`config.mk`:
```
export PLATFORM = sky130hd
export DESIGN_NAME = sram_like_bridge_flat
export DESIGN_NICKNAME = d
export VERILOG_FILES = /design/src/rtl/sram_like_bridge_pkg.sv /design/src/rtl/sram_like_bridge_if.sv /design/src/rtl/sram_like_bridge_channel.sv /design/src/rtl/sram_like_bridge.sv /design/src/flat_wrapper.sv
export SDC_FILE = /design/constraint.sdc
export NUM_CORES = 1
export LEC_CHECK = 0
export ABC_AREA = 1
export BUFFER_PORTS_ARGS = -buffer_cell sky130_fd_sc_hd__buf_2
export CAP_MARGIN = 15
export CORE_AREA = 2 2 144 146
export DETAILED_ROUTE_END_ITERATION = 16
export DIE_AREA = 0 0 146 148
export SYNTH_ARGS = -nofsm -noshare
export SYNTH_HDL_FRONTEND = slang
export SYNTH_HIERARCHICAL = 1
export SYNTH_SLANG_ARGS = --single-unit
```
`constraint.sdc`:
```
create_clock -name clk -period 3.1 [get_ports clk]
set_input_delay 0.62 -clock clk [delete_from_list [all_inputs] [get_ports clk]]
set_output_delay 0.62 -clock clk [all_outputs]
set_load 0.1 [all_outputs]
```
`src/rtl/sram_like_bridge_pkg.sv`:
```
// Shared definitions for the sram_like bridge: channel FSM states, bus
// transfer size codes and the byte-enable to size decoder.
package sram_like_bridge_pkg;

  typedef logic [1:0] size_t;

  // Channel FSM states; the encoding is fixed so it can be observed by debug.
  typedef enum logic [1:0] {
    ST_IDLE = 2'd0,
    ST_ADDR = 2'd1,
    ST_DATA = 2'd2,
    ST_DONE = 2'd3
  } chan_state_e;

  localparam size_t SIZE_BYTE = 2'd0;
  localparam size_t SIZE_HALF = 2'd1;
  localparam size_t SIZE_WORD = 2'd2;

  // Loads (wen == 0) and full-word stores are word sized; aligned half-word
  // pairs are half; any single lane is a byte. Irregular patterns fall back
  // to word so the slave always sees a legal size code.
  function automatic size_t size_from_wen(input logic [3:0] wen);
    size_t size;
    case (wen)
      4'b0001, 4'b0010, 4'b0100, 4'b1000: size = SIZE_BYTE;
      4'b0011, 4'b1100:                   size = SIZE_HALF;
      4'b1111:                            size = SIZE_WORD;
      default:                            size = SIZE_WORD;
    endcase
    return size;
  endfunction

endpackage

```
`src/rtl/sram_like_bridge_if.sv`:
```
// One sram_like bus port: request/address phase plus returned read data.
// The bridge is the master; the memory system is the slave.
interface sram_like_if;
  import sram_like_bridge_pkg::*;

  logic        req;
  logic        wr;
  size_t       size;
  logic [31:0] addr;
  logic [31:0] wdata;
  logic        addr_ok;
  logic        data_ok;
  logic [31:0] rdata;

  modport master (
    output req, wr, size, addr, wdata,
    input  addr_ok, data_ok, rdata
  );

  modport slave (
    input  req, wr, size, addr, wdata,
    output addr_ok, data_ok, rdata
  );
endinterface

```
`src/rtl/sram_like_bridge_channel.sv`:
```
// One sram_like channel: request FSM plus a read-data buffer that holds the
// returned word until the whole pipeline is released.
module sram_like_channel
  import sram_like_bridge_pkg::*;
(
  input  logic        clk,
  input  logic        rst,
  input  logic        en_i,
  input  logic [31:0] addr_i,
  input  logic        wr_i,
  input  size_t       size_i,
  input  logic [31:0] wdata_i,
  input  logic        stall_i,
  output logic [31:0] rdata_o,
  output logic        done_o,
  sram_like_if.master bus
);

  chan_state_e state_q;
  logic [31:0] buf_q;
  logic        req_s;
  logic        data_hit_s;

  // Request and data-return qualification from the current state; data_ok
  // outside DATA belongs to no outstanding transfer and is ignored.
  always_comb begin
    req_s      = 1'b0;
    data_hit_s = 1'b0;
    case (state_q)
      ST_IDLE: req_s      = en_i;
      ST_ADDR: req_s      = 1'b1;
      ST_DATA: data_hit_s = bus.data_ok;
      ST_DONE: req_s      = 1'b0;
      default: req_s      = 1'b0;
    endcase
  end

  // Bus drive: address/attributes pass straight through, req is masked in reset.
  always_comb begin
    bus.addr  = addr_i;
    bus.wr    = wr_i;
    bus.size  = size_i;
    bus.wdata = wdata_i;
    if (rst) begin
      bus.req = 1'b0;
    end else begin
      bus.req = req_s;
    end
  end

  // Read data bypasses the buffer in the data_ok cycle; completion status for the stall.
  always_comb begin
    if (data_hit_s) begin
      rdata_o = bus.rdata;
    end else begin
      rdata_o = buf_q;
    end
    done_o = ~en_i | (state_q == ST_DONE) | data_hit_s;
  end

  // Channel FSM and read buffer; reset abandons any transfer in flight.
  always_ff @(posedge clk) begin
    if (rst) begin
      state_q <= ST_IDLE;
      buf_q   <= 32'h0000_0000;
    end else begin
      case (state_q)
        ST_IDLE: begin
          if (en_i) begin
            state_q <= bus.addr_ok ? ST_DATA : ST_ADDR;
          end
        end
        ST_ADDR: begin
          if (bus.addr_ok) begin
            state_q <= ST_DATA;
          end
        end
        ST_DATA: begin
          if (bus.data_ok) begin
            buf_q   <= bus.rdata;
            state_q <= stall_i ? ST_DONE : ST_IDLE;
          end
        end
        ST_DONE: begin
          if (!stall_i) begin
            state_q <= ST_IDLE;
          end
        end
        default: state_q <= ST_IDLE;
      endcase
    end
  end

endmodule

```
`src/rtl/sram_like_bridge.sv`:
```
// Bridges the core's single-cycle SRAM ports onto two sram_like buses
// (instruction and data). Both channels run concurrently and the pipeline is
// stalled until each active channel has its data.
module sram_like_bridge
  import sram_like_bridge_pkg::*;
(
  input  logic        clk,
  input  logic        rst,
  input  logic        inst_sram_en,
  input  logic [31:0] inst_sram_addr,
  output logic [31:0] inst_sram_rdata,
  input  logic        data_sram_en,
  input  logic [3:0]  data_sram_wen,
  input  logic [31:0] data_sram_addr,
  input  logic [31:0] data_sram_wdata,
  output logic [31:0] data_sram_rdata,
  output logic        stall,
  sram_like_if.master inst_bus,
  sram_like_if.master data_bus
);

  logic  inst_done_s;
  logic  data_done_s;
  logic  data_wr_s;
  size_t data_size_s;

  // Store flag and transfer size from the byte enables.
  always_comb begin
    data_wr_s   = |data_sram_wen;
    data_size_s = size_from_wen(data_sram_wen);
  end

  // Pipeline stall: held in reset, else until both channels are done this cycle.
  always_comb begin
    if (rst) begin
      stall = 1'b1;
    end else begin
      stall = ~(inst_done_s & data_done_s);
    end
  end

  sram_like_channel u_inst (
    .clk     (clk),
    .rst     (rst),
    .en_i    (inst_sram_en),
    .addr_i  (inst_sram_addr),
    .wr_i    (1'b0),
    .size_i  (SIZE_WORD),
    .wdata_i (32'h0000_0000),
    .stall_i (stall),
    .rdata_o (inst_sram_rdata),
    .done_o  (inst_done_s),
    .bus     (inst_bus)
  );

  sram_like_channel u_data (
    .clk     (clk),
    .rst     (rst),
    .en_i    (data_sram_en),
    .addr_i  (data_sram_addr),
    .wr_i    (data_wr_s),
    .size_i  (data_size_s),
    .wdata_i (data_sram_wdata),
    .stall_i (stall),
    .rdata_o (data_sram_rdata),
    .done_o  (data_done_s),
    .bus     (data_bus)
  );

endmodule

```
`src/flat_wrapper.sv`:
```
// flat-port wrapper written by rule: the top's interface ports become plain ports
module sram_like_bridge_flat import sram_like_bridge_pkg::*;
  (clk, rst, inst_sram_en, inst_sram_addr, inst_sram_rdata, data_sram_en, data_sram_wen, data_sram_addr, data_sram_wdata, data_sram_rdata, stall, inst_bus_req, inst_bus_wr, inst_bus_size, inst_bus_addr, inst_bus_wdata, inst_bus_addr_ok, inst_bus_data_ok, inst_bus_rdata, data_bus_req, data_bus_wr, data_bus_size, data_bus_addr, data_bus_wdata, data_bus_addr_ok, data_bus_data_ok, data_bus_rdata);
  sram_like_if inst_bus_i ();
  sram_like_if data_bus_i ();
  input  logic clk;
  input  logic rst;
  input  logic inst_sram_en;
  input  logic [31:0] inst_sram_addr;
  output logic [31:0] inst_sram_rdata;
  input  logic data_sram_en;
  input  logic [3:0] data_sram_wen;
  input  logic [31:0] data_sram_addr;
  input  logic [31:0] data_sram_wdata;
  output logic [31:0] data_sram_rdata;
  output logic stall;
  output wire logic [$bits(inst_bus_i.req)-1:0] inst_bus_req;
  output wire logic [$bits(inst_bus_i.wr)-1:0] inst_bus_wr;
  output wire logic [$bits(inst_bus_i.size)-1:0] inst_bus_size;
  output wire logic [$bits(inst_bus_i.addr)-1:0] inst_bus_addr;
  output wire logic [$bits(inst_bus_i.wdata)-1:0] inst_bus_wdata;
  input wire logic [$bits(inst_bus_i.addr_ok)-1:0] inst_bus_addr_ok;
  input wire logic [$bits(inst_bus_i.data_ok)-1:0] inst_bus_data_ok;
  input wire logic [$bits(inst_bus_i.rdata)-1:0] inst_bus_rdata;
  output wire logic [$bits(data_bus_i.req)-1:0] data_bus_req;
  output wire logic [$bits(data_bus_i.wr)-1:0] data_bus_wr;
  output wire logic [$bits(data_bus_i.size)-1:0] data_bus_size;
  output wire logic [$bits(data_bus_i.addr)-1:0] data_bus_addr;
  output wire logic [$bits(data_bus_i.wdata)-1:0] data_bus_wdata;
  input wire logic [$bits(data_bus_i.addr_ok)-1:0] data_bus_addr_ok;
  input wire logic [$bits(data_bus_i.data_ok)-1:0] data_bus_data_ok;
  input wire logic [$bits(data_bus_i.rdata)-1:0] data_bus_rdata;
  assign inst_bus_req = inst_bus_i.req;
  assign inst_bus_wr = inst_bus_i.wr;
  assign inst_bus_size = inst_bus_i.size;
  assign inst_bus_addr = inst_bus_i.addr;
  assign inst_bus_wdata = inst_bus_i.wdata;
  assign inst_bus_i.addr_ok = inst_bus_addr_ok;
  assign inst_bus_i.data_ok = inst_bus_data_ok;
  assign inst_bus_i.rdata = inst_bus_rdata;
  assign data_bus_req = data_bus_i.req;
  assign data_bus_wr = data_bus_i.wr;
  assign data_bus_size = data_bus_i.size;
  assign data_bus_addr = data_bus_i.addr;
  assign data_bus_wdata = data_bus_i.wdata;
  assign data_bus_i.addr_ok = data_bus_addr_ok;
  assign data_bus_i.data_ok = data_bus_data_ok;
  assign data_bus_i.rdata = data_bus_rdata;
  sram_like_bridge u_core (.clk(clk), .rst(rst), .inst_sram_en(inst_sram_en), .inst_sram_addr(inst_sram_addr), .inst_sram_rdata(inst_sram_rdata), .data_sram_en(data_sram_en), .data_sram_wen(data_sram_wen), .data_sram_addr(data_sram_addr), .data_sram_wdata(data_sram_wdata), .data_sram_rdata(data_sram_rdata), .stall(stall), .inst_bus(inst_bus_i), .data_bus(data_bus_i));
endmodule
```
==> impl_results.md, run 1 <==
- Outcome: finished, final reports clean
- Final wirelength: 10,400 um
- Core ar.: 0.0200 mm2
- Postcts setup bufs: 0
- I/O pin count: 373
- # setup viols final: 0
- Endpoints failing hold: 0
- Most numerous cell in the Yosys netlist: nand2_1
- Sw Share: 0.518
- Synth warn: 6
- Pwr dens: 954 mW/mm2
- Area delta synth->final: 27.9%
- # resized after CTS: 0
- Worst R2R Setup Slack: 1.38 ns
- # nets final: 774
- FILL cells: 2,143
- Post-synth cell types: 24
- RSZ-0062 raised after global routing: no
- Vias in the first global route: 3,250
- Initial antenna violation count: 1
- DR vias: 3,330
- Cells after Synth: 563
- Hpwl dp: 7960 um
- Global-route wire length before repair: 16,400 um
- Worst path required time: 2.48 ns
- Main synth FF type: dfxtp_1
- Global route hottest layer: met2
- Crit path launch: u_core/u_inst/state_q[1]
- Crit path max fanout: 32
- Reg area: 0.00136 mm2
- Fmax: 383 MHz
- Die Ht: 148 um
- WS Path Type: reg2out
- R2R Path Start: u_core/u_inst/state_q[1]
- Core Util, Final: 0.300
- R2R Path End: u_core/u_data/state_q[0]
- Synth Cell Area: 0.00470 mm2
- Crit path capture type: output port
- Synth Area per Inst: 8.35 um2
- Site row count: 52
- Post-synthesis register bit count: 68
- Overall routing resource usage: 0.0964
- Post-synth EDFFs: 0
- Post-synthesis sequential area ratio: 0.290
- Floorplan die width: 146 um
- Routed len/inst: 11.9 um
- Placer Congestion: 0.750
- Sw power: 2.97 mW
- Worst-case clock buffer depth: 2
- Pin count of the biggest net entering global routing: 42
- Met2 Resource Use GR: 0.152
- Static Leak: 3.09 nW
- CTS tree: yes
- Worst EP arrival: 1.99 ns
- Max Slew Vio Count: 0
- Met1 usage: 0.0939
- CP startpoint kind: flip-flop
- Post-route ant nets: 0
- Max_slew headroom: 0.544
- Grt ovf: 0
- Residual DRC count: 0
- Synth top area cells: dfxtp_1 29%, buf_4 22%, nand2_4 14%
- # diodes: 0
- Worst vdd ir: 0.406 mV
- Pre-Repair DR Iteration Count: 4
- Clock slew at reported path FFs: 0.06 ns
- Post-synth top cells: 160 x nand2_1, 136 x buf_4, 68 x dfxtp_1
- Hold buffer count at cts: 0
- Die area: 0.0216 mm2
- Sum of negative setup slack: 0 ns
- Input/output buffers: 145
- Worst hold-check path type: reg2reg
- Skew final: 0.0118 ns
- Routed vias/inst: 3.80
- FFs w/ async S/R, synth: 0
- Internal Pwr Total: 2.76 mW
- Clk Latency, worst-skew pair: 0.34 ns
- Part of the power in registers: 0.187
- Worst Tran Pin Value: 0.684 ns
- Max-cap viol count: 0
- Reg2Reg Depth: 9
- Clock sink count: 68
- Initial Util: 0.235
- Fraction of layout cells with a size suffix above 1: 0.493
- Iter 0 DRT Violations: 78
- Min cycle time layout: 2.61 ns
- Clock H-tree levels: 3
- M3 GR Usage: 0.0543
- Combinational power share: 0.621
- Area of the multi-input gates: 0.00217 mm2
- Worst Setup EP: inst_sram_rdata[28]
- Final Cycle Share: 0.842
- Clk Tree Root Cell: clkbuf_16
- CTS Buf Count: 9
- Top-area cell type share of the netlist area: 0.290
- Clock power frac: 0.192
- Dominant cell type by area after synthesis: dfxtp_1
[worst min path at each step]
stage / startpoint / endpoint / cells after the start
after floorplan: u_core/u_data/buf_q[27] / u_core/u_data/buf_q[27] / 2
after global placement: u_core/u_data/buf_q[27] / u_core/u_data/buf_q[27] / 2
after detailed placement: u_core/u_data/buf_q[27] / u_core/u_data/buf_q[27] / 2
after CTS: u_core/u_data/buf_q[27] / u_core/u_data/buf_q[27] / 2
after global routing: u_core/u_inst/buf_q[12] / u_core/u_inst/buf_q[12] / 2
final: u_core/u_data/buf_q[28] / u_core/u_data/buf_q[28] / 2
[stage by stage]
step / cell area (um2) / cells / power [mW] / worst slack, ns / hold slack [ns]
finish: 6010 / 877 / 5.74 / 0.490 / 0.475
global route: 6010 / 877 / 6.00 / 0.327 / 0.491
CTS: 6010 / 877 / 5.82 / 0.441 / 0.476
detailed placement: 5700 / 861 / 4.67 / 0.639 / 0.466
global placement: 5700 / 861 / 4.66 / 0.659 / 0.464
floorplan: 4840 / 596 / 4.24 / 0.435 / 0.453
[cell usage in the layout (no fill, tap or decap), drive strengths merged, types with 3 or more instances in the layout]
cell type / n
nor2: 12
a21oi: 64
clkbuf: 9
dfxtp: 68
buf: 151
inv: 20
nand3b: 3
nand3: 8
nand2: 222
conb: 35
clkinv: 4
[power by group through the flow]
stage	sequential, mW	combinational [mW]	clock [mW]
finish	1.07	3.56	1.10
global route	1.09	3.72	1.20
CTS	1.07	3.59	1.16
detailed placement	1.09	3.59	0
global placement	1.09	3.58	0
floorplan	1.05	3.19	0
[critical path, stage by stage (launching register included)]
cell and delay, ns:
dfxtp_1 0.51, nand3_4 0.17, inv_6 0.48, nand2_1 0.15
nand2_1 0.15, buf_12 0.18
[metal layers]
metal / vias up / part of all wire
met5: - / 0.0012
met1: 1453 / 0.37
met4: 2 / 0.062
met3: 55 / 0.13
li1: 1654 / -
met2: 166 / 0.44
[sequential cells by signal, summed over array words and instances (netlist names)]
register,flops
u_core/u_data/buf_q,32
u_core/u_inst/buf_q,32
u_core/u_data/state_q,2
u_core/u_inst/state_q,2
[cell type report]
cell class                 count  area share
tap                          270      0.0562
sequential                    68       0.226
inverter                      20      0.0141
clock buffer                   9      0.0375
clock inverter                 7      0.0152
multi-input combinational    352       0.360
timing repair buffer         151       0.290
[logic make-up after synthesis]
family / after synthesis / share of synthesized area
simple gates: 247 / 0.306
flops: 68 / 0.290
other cells: 2 / 0.00160
buf+inv: 176 / 0.278
compound gates: 70 / 0.125
Note: power is estimated with default switching activity, not from simulation.
==> run 2, diff against run 1 <==
==> constraint.sdc (replaced) <==
create_clock -name clk -period 2.35 [get_ports clk]
set_input_delay 0.47 -clock clk [delete_from_list [all_inputs] [get_ports clk]]
set_output_delay 0.47 -clock clk [all_outputs]
set_load 0.1 [all_outputs]
==> run 2 against run 1 <==
Net effect: first-iteration DRC count is 5.1% higher; total power is 31% higher; register-to-register slack worse by 0.89 ns; critical endpoint is now stall; final cell count is 0.68% higher; clock skew is 0.0048 ns lower; routed wire length is 12% higher; critical path depth stayed put; via count is 1.7% higher.
==> impl_results.md, run 2 (synthesized netlist as in run 1, its figures left out) <==
- Post-route ant nets: 0
- Worst path required time: 1.88 ns
- Hold_sp: data_bus_rdata[15]
- Postcts setup bufs: 0
- WS Path Type: reg2out
- Cell Count, Final, Fillers Out: 883
- Core ar.: 0.0200 mm2
- Fraction of layout cells with a size suffix above 1: 0.501
- Clock H-tree levels: 3
- Hold buffer count at cts: 0
- RSZ-0062 raised after global routing: no
- Pin count of the biggest net entering global routing: 30
- CP startpoint kind: flip-flop
- Worst EP arrival: 1.77 ns
- Hpwl dp: 9160 um
- Reg2Reg Depth: 9
- CTS tree: yes
- FILL cells: 2,142
- Commonest non-fill, non-tap cell in the layout: nand2_1
- Site row count: 52
- Final wirelength: 11,600 um
- Initial Util: 0.235
- Clk Tree Root Cell: clkbuf_16
- # diodes: 0
- R2R Path End: u_core/u_data/state_q[1]
- Fin worst setup slack: 0.113 ns
- Clk Latency, worst-skew pair: 0.34 ns
- Vias in the first global route: 3,550
- Sum of negative setup slack: 0 ns
- Pwr dens: 1230 mW/mm2
- Highest metal used: met5
- Placer Congestion: 0.715
- Clock sink count: 68
- Worst R2R Setup Slack: 0.49 ns
- Pre-Repair DR Iteration Count: 4
- Crit path capture type: output port
- I/O pin count: 373
- Reg area: 0.00136 mm2
- Area delta synth->final: 30.3%
- Initial antenna violation count: 1
- Worst hold-check path type: in2reg
- Post-route cell area: 0.00613 mm2
- Hold path endpoint: u_core/u_data/buf_q[15]
- Routed vias/inst: 3.84
- # setup viols final: 0
- Static Leak: 3.13 nW
- Worst vdd ir: 0.683 mV
- Overall routing resource usage: 0.111
- Max-cap viol count: 0
- Worst-case clock buffer depth: 2
- # resized after CTS: 0
- Endpoints failing hold: 0
- Commonest non-fill, non-tap cells in the layout: 160 x nand2_1, 77 x buf_2, 72 x buf_12
- Final Cycle Share: 0.952
- Min cycle time layout: 2.24 ns
- Input/output buffers: 145
- Place WS: 0.313 ns
- Clock slew at reported path FFs: 0.06 ns
- Placed insts: 868
- Met3 Wirelength: 1180 um
- Met2 wire length: 5210 um
- Die Ht: 148 um
- Regs by FF count: u_core/u_data/buf_q x32, u_core/u_inst/buf_q x32
- DR vias: 3,388
- Iter 0 DRT Violations: 82
- Routed len/inst: 13.2 um
- Core Util, Final: 0.306
- Fmax: 447 MHz
- Global-route wire length before repair: 18,500 um
- Die area: 0.0216 mm2
- R2R Path Start: u_core/u_inst/state_q[1]
- Metal-1 WL: 4660 um
- Residual DRC count: 0
- CTS Buf Count: 9
- Skew final: 0.00696 ns
- Floorplan die width: 146 um
- Hold Crit Depth: 3
- Area of the multi-input gates: 0.00218 mm2
- Grt ovf: 0
- Max Slew Vio Count: 0
- Post-DP Area: 0.00586 mm2
- Crit path max fanout: 7
- Outcome: finished, final reports clean
- # nets final: 781
run 2: worst max-delay path by stage:
stage                                   startpoint                  endpoint  slack [ns]
after floorplan                   data_bus_data_ok  u_core/u_data/state_q[1]       -0.11
after global placement            inst_bus_data_ok       inst_sram_rdata[26]        0.32
after detailed placement          inst_bus_data_ok       inst_sram_rdata[26]        0.31
after CTS                 u_core/u_data/state_q[1]       data_sram_rdata[12]        0.04
after global routing      u_core/u_inst/state_q[1]                     stall        0.03
final                     u_core/u_inst/state_q[1]                     stall        0.11
run 2: layer usage:
| metal | track usage | vias up |
|---|---|---|
| li1 | - | 1660 |
| met1 | 0.123 | 1500 |
| met5 | 0 | - |
| met4 | 0.0675 | 2 |
| met3 | 0.0512 | 58 |
| met2 | 0.174 | 168 |
run 2: layout make-up:
cell class,instances,area share
multi-input cells,352,0.355
repair buffers,158,0.310
flip-flops and latches,68,0.222
well taps,270,0.0551
clock buffers,10,0.0374
inverters,20,0.0151
clock inverters,5,0.00490
run 2: per-stage QoR:
| step | power, mW | hold WS (ns) |
|---|---|---|
| floorplan | 5.62 | 0.453 |
| global placement | 6.35 | 0.461 |
| detailed placement | 6.36 | 0.466 |
| CTS | 7.63 | 0.366 |
| global route | 7.86 | 0.375 |
| finish | 7.52 | 0.386 |
run 2: critical path: stages (launching register included):
cell and delay [ns]:
dfxtp_1 0.37, buf_4 0.18, inv_1 0.07, o211ai_1 0.22, nand3b_1 0.30, buf_12 0.27
run 2: power breakdown:
group	leakage [nW]	switching, mW	total [mW]	internal, mW
combinational	2.45	3.39	4.91	1.52
clock	0.124	0.515	1.22	0.702
sequential	0.553	0.0798	1.40	1.32
total	3.13	3.98	7.52	3.54
==> run 3, diff against run 2 <==
--- a/config.mk
+++ b/config.mk
@@ -11,6 +11,7 @@
 export CORE_AREA = 2 2 144 146
 export DETAILED_ROUTE_END_ITERATION = 16
 export DIE_AREA = 0 0 146 148
+export GPL_TIMING_DRIVEN = 0
 export SYNTH_ARGS = -nofsm -noshare
 export SYNTH_HDL_FRONTEND = slang
 export SYNTH_HIERARCHICAL = 1
==> constraint.sdc (replaced) <==
create_clock -name clk -period 2.35 [get_ports clk]
set_input_delay 0.47 -clock clk [delete_from_list [all_inputs] [get_ports clk]]
set_output_delay 0.47 -clock clk [all_outputs]
set_load 0.01 [all_outputs]
==> run 3 against run 2 <==
Net effect: global-route usage down 0.38 points; sequential cell count is the same; combinational power down 56%; routed wire length increased by 5.7%; final cell count increased by 27%; sequential share of layout area fell by 1.7 points.
==> impl_results.md, run 3 (synthesized netlist as in run 1, its figures left out) <==
- Outcome: finished, final reports clean
- Pwr dens: 717 mW/mm2
- CP startpoint kind: flip-flop
- Slowest CP cell: dfxtp_1
- Worst path depth: 6
- Worst path required time: 1.88 ns
- Initial antenna violation count: 0
- Overall routing resource usage: 0.107
- Fraction of layout cells with a size suffix above 1: 0.633
- Postcts setup bufs: 0
- Residual DRC count: 0
- Area delta synth->final: 41.1%
- Post-DP Area: 0.00637 mm2
- Routed vias/inst: 3.66
- Hold Crit Depth: 3
- Pin count of the biggest net entering global routing: 12
- Commonest non-fill, non-tap cell in the layout: buf_2
- Vias in the first global route: 3,515
- Post-route ant nets: 0
- Pwr Total: 4.76 mW
- Hold WS: 0.392 ns
- I/O pin count: 373
- # setup viols final: 0
- Grt ovf: 0
- Core Util, Final: 0.331
- Worst-case clock buffer depth: 2
- Buf/Inv on CP: 3
- Min cycle time layout: 2.16 ns
- Crit path launch: u_core/u_data/state_q[0]
- WS Path Type: reg2out
- FILL cells: 2,158
- Area of the multi-input gates: 0.00216 mm2
- Global-route wire length before repair: 18,100 um
- Regs by FF count: u_core/u_data/buf_q x32, u_core/u_inst/buf_q x32
- Hold buffer count at cts: 0
- Clock sink count: 68
- Max Slew Vio Count: 0
- Placer Congestion: 0.750
- Top delay family on crit path: buffers and inverters
- # resized after CTS: 0
- Worst hold-check path type: in2reg
- Commonest non-fill, non-tap cells in the layout: 247 x buf_2, 160 x nand2_1, 136 x buf_4
- Core ar.: 0.0200 mm2
- Crit path capture type: output port
- Hold_sp: inst_bus_rdata[10]
- Cell Count, Final, Fillers Out: 1,121
- Worst vdd ir: 0.397 mV
- Hpwl dp: 10,200 um
- Fmax: 463 MHz
- Endpoints failing hold: 0
- Reg area: 0.00136 mm2
- Final Cycle Share: 0.920
- Highest cell delay on the worst timing path: 0.35 ns
- Worst EP arrival: 1.69 ns
- Post-route cell area: 0.00664 mm2
- Fin worst setup slack: 0.188 ns
- Input/output buffers: 241
- Clk Latency, worst-skew pair: 0.33 ns
- Max-cap viol count: 0
- RSZ-0062 raised after global routing: no
- Clock slew at reported path FFs: 0.06 ns
- Iter 0 DRT Violations: 103
- Reg2Reg Depth: 10
- Clock H-tree levels: 3
- Clk Tree Root Cell: clkbuf_16
- R2R Path Start: u_core/u_data/state_q[0]
- Placed insts: 1,107
- Crit path max fanout: 10
- Floorplan die width: 146 um
- Sum of negative setup slack: 0 ns
- Initial Util: 0.235
- Final wirelength: 12,300 um
- Die Ht: 148 um
- # diodes: 0
- # nets final: 1,020
- Static Leak: 3.98 nW
- CTS tree: yes
- Skew final: 0.00407 ns
- Place WS: 0.392 ns
- CTS Buf Count: 9
- DR vias: 4,104
- Pre-Repair DR Iteration Count: 5
- CP cell instances: inv_2 -> nand3_4 -> clkbuf_4 -> o211ai_1 -> nand3b_1 -> buf_2
- Die area: 0.0216 mm2
- Site row count: 52
- Routed len/inst: 11.0 um
[run 3: cell count changes in the layout (fill, tap and decap cells not counted), sizes merged]
cell,change
buf,+231
clkinv,-3
inv,+1
clkinvlp,+1
clkbuf,+8
[run 3: metal layers]
metal | vias to the layer above | GRT usage | share of wire
met2 | 212 | 0.189 | 0.51
met4 | 0 | 0.0350 | 0.011
met1 | 1734 | 0.120 | 0.39
met5 | - | 0 | 0
met3 | 10 | 0.0389 | 0.094
li1 | 2148 | - | -
[run 3: power by group]
group	switching, mW	total, mW	leakage (nW)	internal (mW)
clock network	0.500	1.23	0.122	0.728
logic	1.24	2.16	3.31	0.915
registers	0.0547	1.37	0.552	1.32
total	1.80	4.76	3.98	2.96
[run 3: worst min-delay path, delay by kind of cell]
family | cells | cell delay [ns]
simple gates | 1 | 0.06
compound gates | 1 | 0.04
buf+inv | 1 | 0.11
[run 3: final cells by class]
| class | instances | share of cell area |
|---|---|---|
| Buffer | 156 | 0.184 |
| Clock buffer | 10 | 0.0360 |
| Inverter | 20 | 0.0128 |
| Clock inverter | 4 | 0.00415 |
| Timing Repair Buffer | 241 | 0.182 |
| Multi-Input combinational cell | 352 | 0.325 |
| Tap cell | 270 | 0.0509 |
| Sequential cell | 68 | 0.205 |
[run 3: path summary, 6_finish.rpt]
check,end,slack [ns]
max,stall,0.19
min,u_core/u_inst/buf_q[10],0.39
max reg2reg,u_core/u_inst/state_q[1],0.53
min reg2reg,u_core/u_inst/buf_q[27],0.48
